==> src/rtl/core_sequencer.sv <==
// Job sequencer for the attention core: key load, query load, key preload, execute,
// pipeline drain, then psum readout with downstream backpressure.
module core_sequencer #(
  parameter int col       = 8,
  parameter int pr        = 8,
  parameter int drain_len = col + pr
) (
  input  logic        clk,
  input  logic        reset,
  input  logic        start,
  input  logic [4:0]  num_q,
  input  logic        out_ready,
  output logic [16:0] inst,
  output logic        s_valid,
  output logic        busy,
  output logic        done
);

  typedef enum logic [2:0] {
    IDLE, KLOAD, QLOAD, KPRE, EXEC, DRAIN, READOUT, DONE
  } state_t;

  localparam logic [4:0] COL_LAST   = 5'(col - 1);
  localparam logic [4:0] DRAIN_LAST = 5'(drain_len - 1);

  state_t      state, next_state;
  logic [4:0]  cnt, next_cnt;
  logic [4:0]  nq, next_nq;
  logic [16:0] next_inst;
  logic [4:0]  nq_last;
  logic        start_ok;
  logic        read_now;

  assign nq_last  = nq - 5'd1;
  assign start_ok = start && (num_q != 5'd0) && (num_q <= 5'd16);
  assign read_now = inst[10];

  // Outputs are decoded from the next state so the registered inst lines up with the
  // state it belongs to; the readout read decision therefore uses out_ready as sampled
  // at the edge that opens the cycle.
  always_comb begin
    next_state = state;
    next_cnt   = cnt + 5'd1;
    next_nq    = nq;
    next_inst  = '0;

    case (state)
      IDLE: begin
        next_cnt = 5'd0;
        if (start_ok) begin
          next_state = KLOAD;
          next_nq    = num_q;
        end
      end
      KLOAD:
        if (cnt == COL_LAST) begin
          next_state = QLOAD;
          next_cnt   = 5'd0;
        end
      QLOAD:
        if (cnt == nq_last) begin
          next_state = KPRE;
          next_cnt   = 5'd0;
        end
      KPRE:
        if (cnt == COL_LAST) begin
          next_state = EXEC;
          next_cnt   = 5'd0;
        end
      EXEC:
        if (cnt == nq_last) begin
          next_state = DRAIN;
          next_cnt   = 5'd0;
        end
      DRAIN:
        if (cnt == DRAIN_LAST) begin
          next_state = READOUT;
          next_cnt   = 5'd0;
        end
      READOUT: begin
        // In readout the counter tracks reads issued, not elapsed cycles.
        next_cnt = cnt + {4'd0, read_now};
        if (read_now && (cnt == nq_last)) begin
          next_state = DONE;
          next_cnt   = 5'd0;
        end
      end
      DONE: begin
        next_state = IDLE;
        next_cnt   = 5'd0;
      end
      default: begin
        next_state = IDLE;
        next_cnt   = 5'd0;
      end
    endcase

    case (next_state)
      KLOAD: begin
        next_inst[4]   = 1'b1;
        next_inst[3:0] = next_cnt[3:0];
      end
      QLOAD: begin
        next_inst[6]   = 1'b1;
        next_inst[3:0] = next_cnt[3:0];
      end
      KPRE: begin
        next_inst[5]   = 1'b1;
        next_inst[8]   = 1'b1;
        next_inst[3:0] = next_cnt[3:0];
      end
      EXEC: begin
        next_inst[7]   = 1'b1;
        next_inst[9]   = 1'b1;
        next_inst[3:0] = next_cnt[3:0];
      end
      READOUT:
        if (out_ready) begin
          next_inst[10]    = 1'b1;
          next_inst[11]    = 1'b1;
          next_inst[15:12] = next_cnt[3:0];
        end
      default: next_inst = '0;
    endcase
  end

  always_ff @(posedge clk) begin
    if (reset) begin
      state   <= IDLE;
      cnt     <= 5'd0;
      nq      <= 5'd0;
      inst    <= '0;
      s_valid <= 1'b0;
      busy    <= 1'b0;
      done    <= 1'b0;
    end else begin
      state   <= next_state;
      cnt     <= next_cnt;
      nq      <= next_nq;
      inst    <= next_inst;
      s_valid <= read_now;
      busy    <= (next_state != IDLE);
      done    <= (next_state == DONE);
    end
  end

endmodule
==> config.mk <==
export PLATFORM = sky130hd
export DESIGN_NAME = core_sequencer
export DESIGN_NICKNAME = d
export VERILOG_FILES = /design/src/rtl/core_sequencer.sv
export SDC_FILE = /design/constraint.sdc
export NUM_CORES = 1
export LEC_CHECK = 0
export ABC_AREA = 1
export CAP_MARGIN = 20
export CORE_MARGIN = 3
export CORE_UTILIZATION = 55
export DETAILED_ROUTE_END_ITERATION = 12
export DONT_BUFFER_PORTS = 1
export PLACE_DENSITY_LB_ADDON = 0.2
export SETUP_SLACK_MARGIN = 0.05
export SLEW_MARGIN = 20
export SYNTH_ARGS = -nofsm -noshare
export SYNTH_HDL_FRONTEND = slang
export SYNTH_SLANG_ARGS = --single-unit
export TNS_END_PERCENT = 10
==> constraint.sdc <==
create_clock -name clk -period 2.2 [get_ports clk]
set_clock_uncertainty 0.1 [all_clocks]
set_input_delay 0.33 -clock clk [delete_from_list [all_inputs] [get_ports clk]]
set_output_delay 0.33 -clock clk [all_outputs]
set_load 0.01 [all_outputs]
; ---- Word level (Yosys, flattened, before mapping)
; Cells that the tools add are included.
[op_classes]
bitwise = 3
add_sub_neg = 3
n_eq_ne = 16
mux = 18
n_lt_le_gt_ge = 1
reduce_logical = 14
[ops]
columns = op, count
row1 = $pmux W5 S5, 1
row2 = $pmux W3 S8, 1
row3 = $eq A3 B3 Y1 const B, 7
row4 = $mux W3, 7
row5 = $mux W5, 4
row6 = $eq A3 B2 Y1 const B, 4
row7 = $reduce_or A2 Y1, 5
row8 = $eq A3 B1 Y1 const B, 2
row9 = $mux W6, 1
row10 = $add A5 B1 Y5, 1
row11 = $add A5 B1 Y5 const B, 1
row12 = $eq A5 B3 Y1 const B, 1
row13 = $eq A5 B4 Y1 const B, 1
row14 = $eq A5 B5 Y1, 1
row15 = $le A5 B5 Y1 const B, 1
row16 = $reduce_bool A5 Y1, 1
row17 = $sub A5 B1 Y5 const B, 1
row18 = $mux W1, 4
row19 = $reduce_or A4 Y1, 1
row20 = $logic_and A1 B1 Y1, 3
row21 = $logic_not A3 Y1, 1
row22 = $not A1 Y1, 3
row23 = $reduce_bool A3 Y1, 1
row24 = $reduce_or A3 Y1, 1
row25 = $reduce_and A2 Y1, 1
[word_totals]
inputBits = 9
reg_bits = 33
word_cells = 66

; ---- Longest topological paths before layout
[depth]
ltp_word = 9
mapped_depth = 16
ltp_nobuf = 16

; ---- Worst setup path after synthesis
; OpenSTA, ideal clock, no wires.
[synth_path]
path_type = register to register
start = register cnt[0]
end = register inst[3]
setup_slack_ps = 377
n_path_buf = 0
t_arrival_ps = 1661
required_time_ps = 2038
period_less_slack_ps = 1823
stages_incl_launch_ff = 15
cell_sequence = dfxtp_1 ha_1 nand2_2 nor2_1 ha_1 inv_1 o21ai_1 nor2_1 nand2b_1 nand2_2 inv_2 nor2_2 nand2_4 nand2_4 nor2_2
[synth_via]
elab_chain_cells = 8
elab_cells_between_ends = 25
[synth_lines]
columns = item, line
row1 = from (decl), 27  ; logic [4:0] cnt, next_cnt;
row2 = from (signal assigned), 138  ; cnt <= next_cnt;
row3 = $eq A5 B5 Y1, "61, 71, 83"
row4 = $logic_and A1 B1 Y1, 83  ; if (read_now && (cnt == nq_last)) begin
row5 = $mux W3, 83
row6 = $pmux W3 S8, 47  ; case (state)
row7 = $eq A3 B3 Y1 (tied with other cells), 98  ; case (next_state)
row8 = $reduce_or A4 Y1 (no line), n/a
row9 = $not A1 Y1 (no line), n/a
row10 = $reduce_or A2 Y1 (no line), n/a
row11 = to (signal assigned), 140  ; inst <= next_inst;
row12 = to (decl), 13  ; output logic [16:0] inst,
; Parallel ways exist; a longest one is shown, timed or not.
; A chain may end at the register's enable or synchronous reset.

; ---- Worst setup path after layout
[layout_path]
start = register cnt[0]
end = register inst[2]
; The elaborated chain is that of the path after synthesis.

==> results.json <==
{
  "area_growth_pct": 6.31,
  "r2r-start": "cnt[0]",
  "cts_setup_buffers": 0,
  "required_ps": 2380,
  "final.setup.tns_ps": 0,
  "overflow": 0,
  "p_leak_nw": 0.751,
  "core_um2": 2610,
  "sw_frac_of_total_pct": 29.2,
  "grt_max_degree": 13,
  "hold_path_class": "input pin to register",
  "utilization_pct": 64.5,
  "maxCapViolations": 0,
  "crit_chain": "ha_1 > nand2_2 > nor2_2 > ha_1 > inv_1 > nand2_1 > nand2_1 > clkinv_2 > nand2_1 > inv_1 > nand4_1 > nand2_1 > nand2_4 > nor2_2",
  "slew_viol_final": 0,
  "powerDensity_nw_per_um2": 590,
  "numCtsBuffers": 5,
  "hold_viol": 0,
  "fp.dieW_um": 59.7,
  "crit_arrival_ps": 2150,
  "synth.net_count": 230,
  "max_stage_delay_ps": 400,
  "grt_use_met1_pct": 24.4,
  "path_clk_slew_ps": 100,
  "hpwl_um": 2490,
  "met2_usage_pct": 33.2,
  "antenna_cells": 0,
  "worst_setup_path_start_kind": "register",
  "cpLargestDelayFamily": "simple AND/OR/NAND/NOR gates",
  "grt_pass1_vias": 1249,
  "synth_area_per_cell_um2": 7.37,
  "ys_warn_count": 0,
  "worst_setup_path_end_kind": "register",
  "numClockSinks": 29,
  "finalCriticalPeriod_ps": 1970,
  "drc_errors": 0,
  "final_nets": 233,
  "path_max_fanout": 7,
  "antenna_found_initial": 0,
  "h-tree-depth": 2,
  "reg2regPathDepth": 14,
  "clock_latency_ps": 330,
  "p_seq_share_pct": 55.3,
  "internal-power_mw": 0.705,
  "final-setup-viol-count": 0,
  "p_switching_mw": 0.290,
  "start_util_pct": 60.7,
  "place.gp.congestion": 0.887,
  "vdd_ir_drop_max_mv": 0.541,
  "r2r_setup_slack_ps": 230,
  "outcome": "completed",
  "tritoncts": "built",
  "synthCells": 215,
  "grtUsageTotal_pct": 20.3,
  "min_from": "out_ready",
  "worst_path_max_delay_cell": "dfxtp_4",
  "gr-max-usage-layer": "met2",
  "yosysSeqAreaShare_pct": 36.6,
  "drt_iter0_drc": 39,
  "clock_path_buffers": 2,
  "wl_per_cell_um": 12.9,
  "crit_top_cell": "nand2_1",
  "ant_nets": 0,
  "vias_per_cell": 5.29,
  "holdPathEnd": "inst[13]",
  "synth_seq_cells": 29,
  "r2r-end": "inst[2]",
  "crit_buf_inv": 3,
  "dieArea_um2": 3560,
  "drive_above_1_share_pct": 22.4,
  "grt_pass1_wl_um": 5420,
  "io_buffers": 0,
  "ys_types": 34,
  "fin_crit_sh_pct": 89.7,
  "clkPwrFrac_pct": 31.6,
  "route.vias.total": 1318,
  "grt_use_met3_pct": 6.05,
  "dr.pass1.iters": 4,
  "clockRootBuffer": "clkbuf_4",
  "p_total_mw": 0.995,
  "pwr-share-comb_pct": 13.1,
  "syn_area_um2": 1590,
  "num_rows": 18,
  "wl_um": 3210,
  "path_class": "register to register",
  "io-pin-count": 29,
  "clock.fmax_mhz": 507,
  "holdPathStages": 2,
  "rsz0062_at_grt": "true",
  "chipHeight_um": 59.7
}
timing repair:
action	in CTS	in global routing
hold buffers	1	0
resized for setup	0	8
hold endpoints to repair	10	0
endpoints found under the setup margin	0	19
cells in the mapped netlist, drive strengths merged:
cell type	number	area share [%]
nor2	39	10
dfxtp	29	37
ha	6	4.7
clkbuf	1	0.24
nor4	1	1.3
xnor2	1	0.55
a2bb2oi	1	0.55
a21boi	1	0.71
a21oi	9	3.1
nor3	5	2.2
buf	6	2.7
inv	33	7.8
xor2	3	1.7
o21ai	9	2.8
nand3	15	5.5
a31oi	2	1.2
nand2b	1	0.39
nand2	46	13
clkinv	1	0.32
conb	1	0.24
nand4	3	2.1
nand3b	2	1.7
metrics by stage:
stage	setup WS, ps	std cells	cell area [um^2]	hold slack (ps)
5_1_grt	28.6	249	1690	43.4
4_1_cts	50.3	249	1660	44.2
6_report	227	249	1690	48.8
3_5_place_dp	90.0	240	1590	306
2_1_floorplan	377	215	1590	324
3_3_place_gp	124	240	1590	305
cell type report:
type,count,area (um^2)
clock buffer,5,37.5
timing repair buffer,3,25.0
clock inverter,3,17.5
fill,227,927
inverter,34,129
sequential,29,586
multi-input combinational,145,853
tap,30,37.5
layout by cell type, fill, tap and decap left out, drive strengths merged:
master and count:
nand3b 2, dfxtp 29, nand2 46, conb 1
clkbuf 5, nor2 39, nand2b 1, nor4 1
buf 2, xnor2 1, a2bb2oi 1, clkinvlp 1
nand3 15, nor3 5, clkinv 3, a21boi 1
a31oi 2, a21oi 9, o21ai 9, dlygate4sd3 1
ha 6, inv 33, xor2 3, nand4 3
power groups by stage:
| stage | combinational (mW) | clock [mW] | sequential (mW) |
|---|---|---|---|
| 2_1_floorplan | 0.102 | 0 | 0.559 |
| 3_3_place_gp | 0.113 | 0 | 0.562 |
| 3_5_place_dp | 0.117 | 0 | 0.562 |
| 4_1_cts | 0.123 | 0.322 | 0.550 |
| 5_1_grt | 0.149 | 0.350 | 0.552 |
| 6_report | 0.130 | 0.315 | 0.550 |
how the worst max path moves through the flow:
stage | from | to | slack [ps] | cells past startpoint
2_1_floorplan | cnt[0] | inst[3] | 380 | 14
3_3_place_gp | cnt[0] | inst[3] | 120 | 14
3_5_place_dp | cnt[0] | inst[2] | 90 | 14
4_1_cts | cnt[0] | inst[2] | 50 | 14
5_1_grt | nq[1] | inst[0] | 30 | 15
6_report | cnt[0] | inst[2] | 230 | 14
per-layer routing:
metal / vias to the layer above / share of wire, % / wire, um
met1: 588 / 43 / 1390
met2: 41 / 48 / 1530
met5: - / 0 / 0
li1: 679 / - / -
met4: 0 / 2.6 / 84
met3: 10 / 6.4 / 204
registers in the layout (all words and copies together), names as in the netlist:
register / flops
busy: 1
cnt: 5
done: 1
inst: 13
nq: 5
s_valid: 1
state: 3
cells by family (layout without fill, tap and decap cells):
logic type	count (synthesis)	count (layout)	synth area share [%]
AND/OR/NAND/NOR	112	112	36.8
buffers and inverters	41	45	11.0
flip-flops	29	29	36.6
AO/OA/AOI/OAI	22	22	8.37
adder cells (fa/ha/maj)	6	6	4.74
XOR/XNOR	4	4	2.21
other	1	1	0.237
No activity file was read; power rests on OpenSTA's default activity.
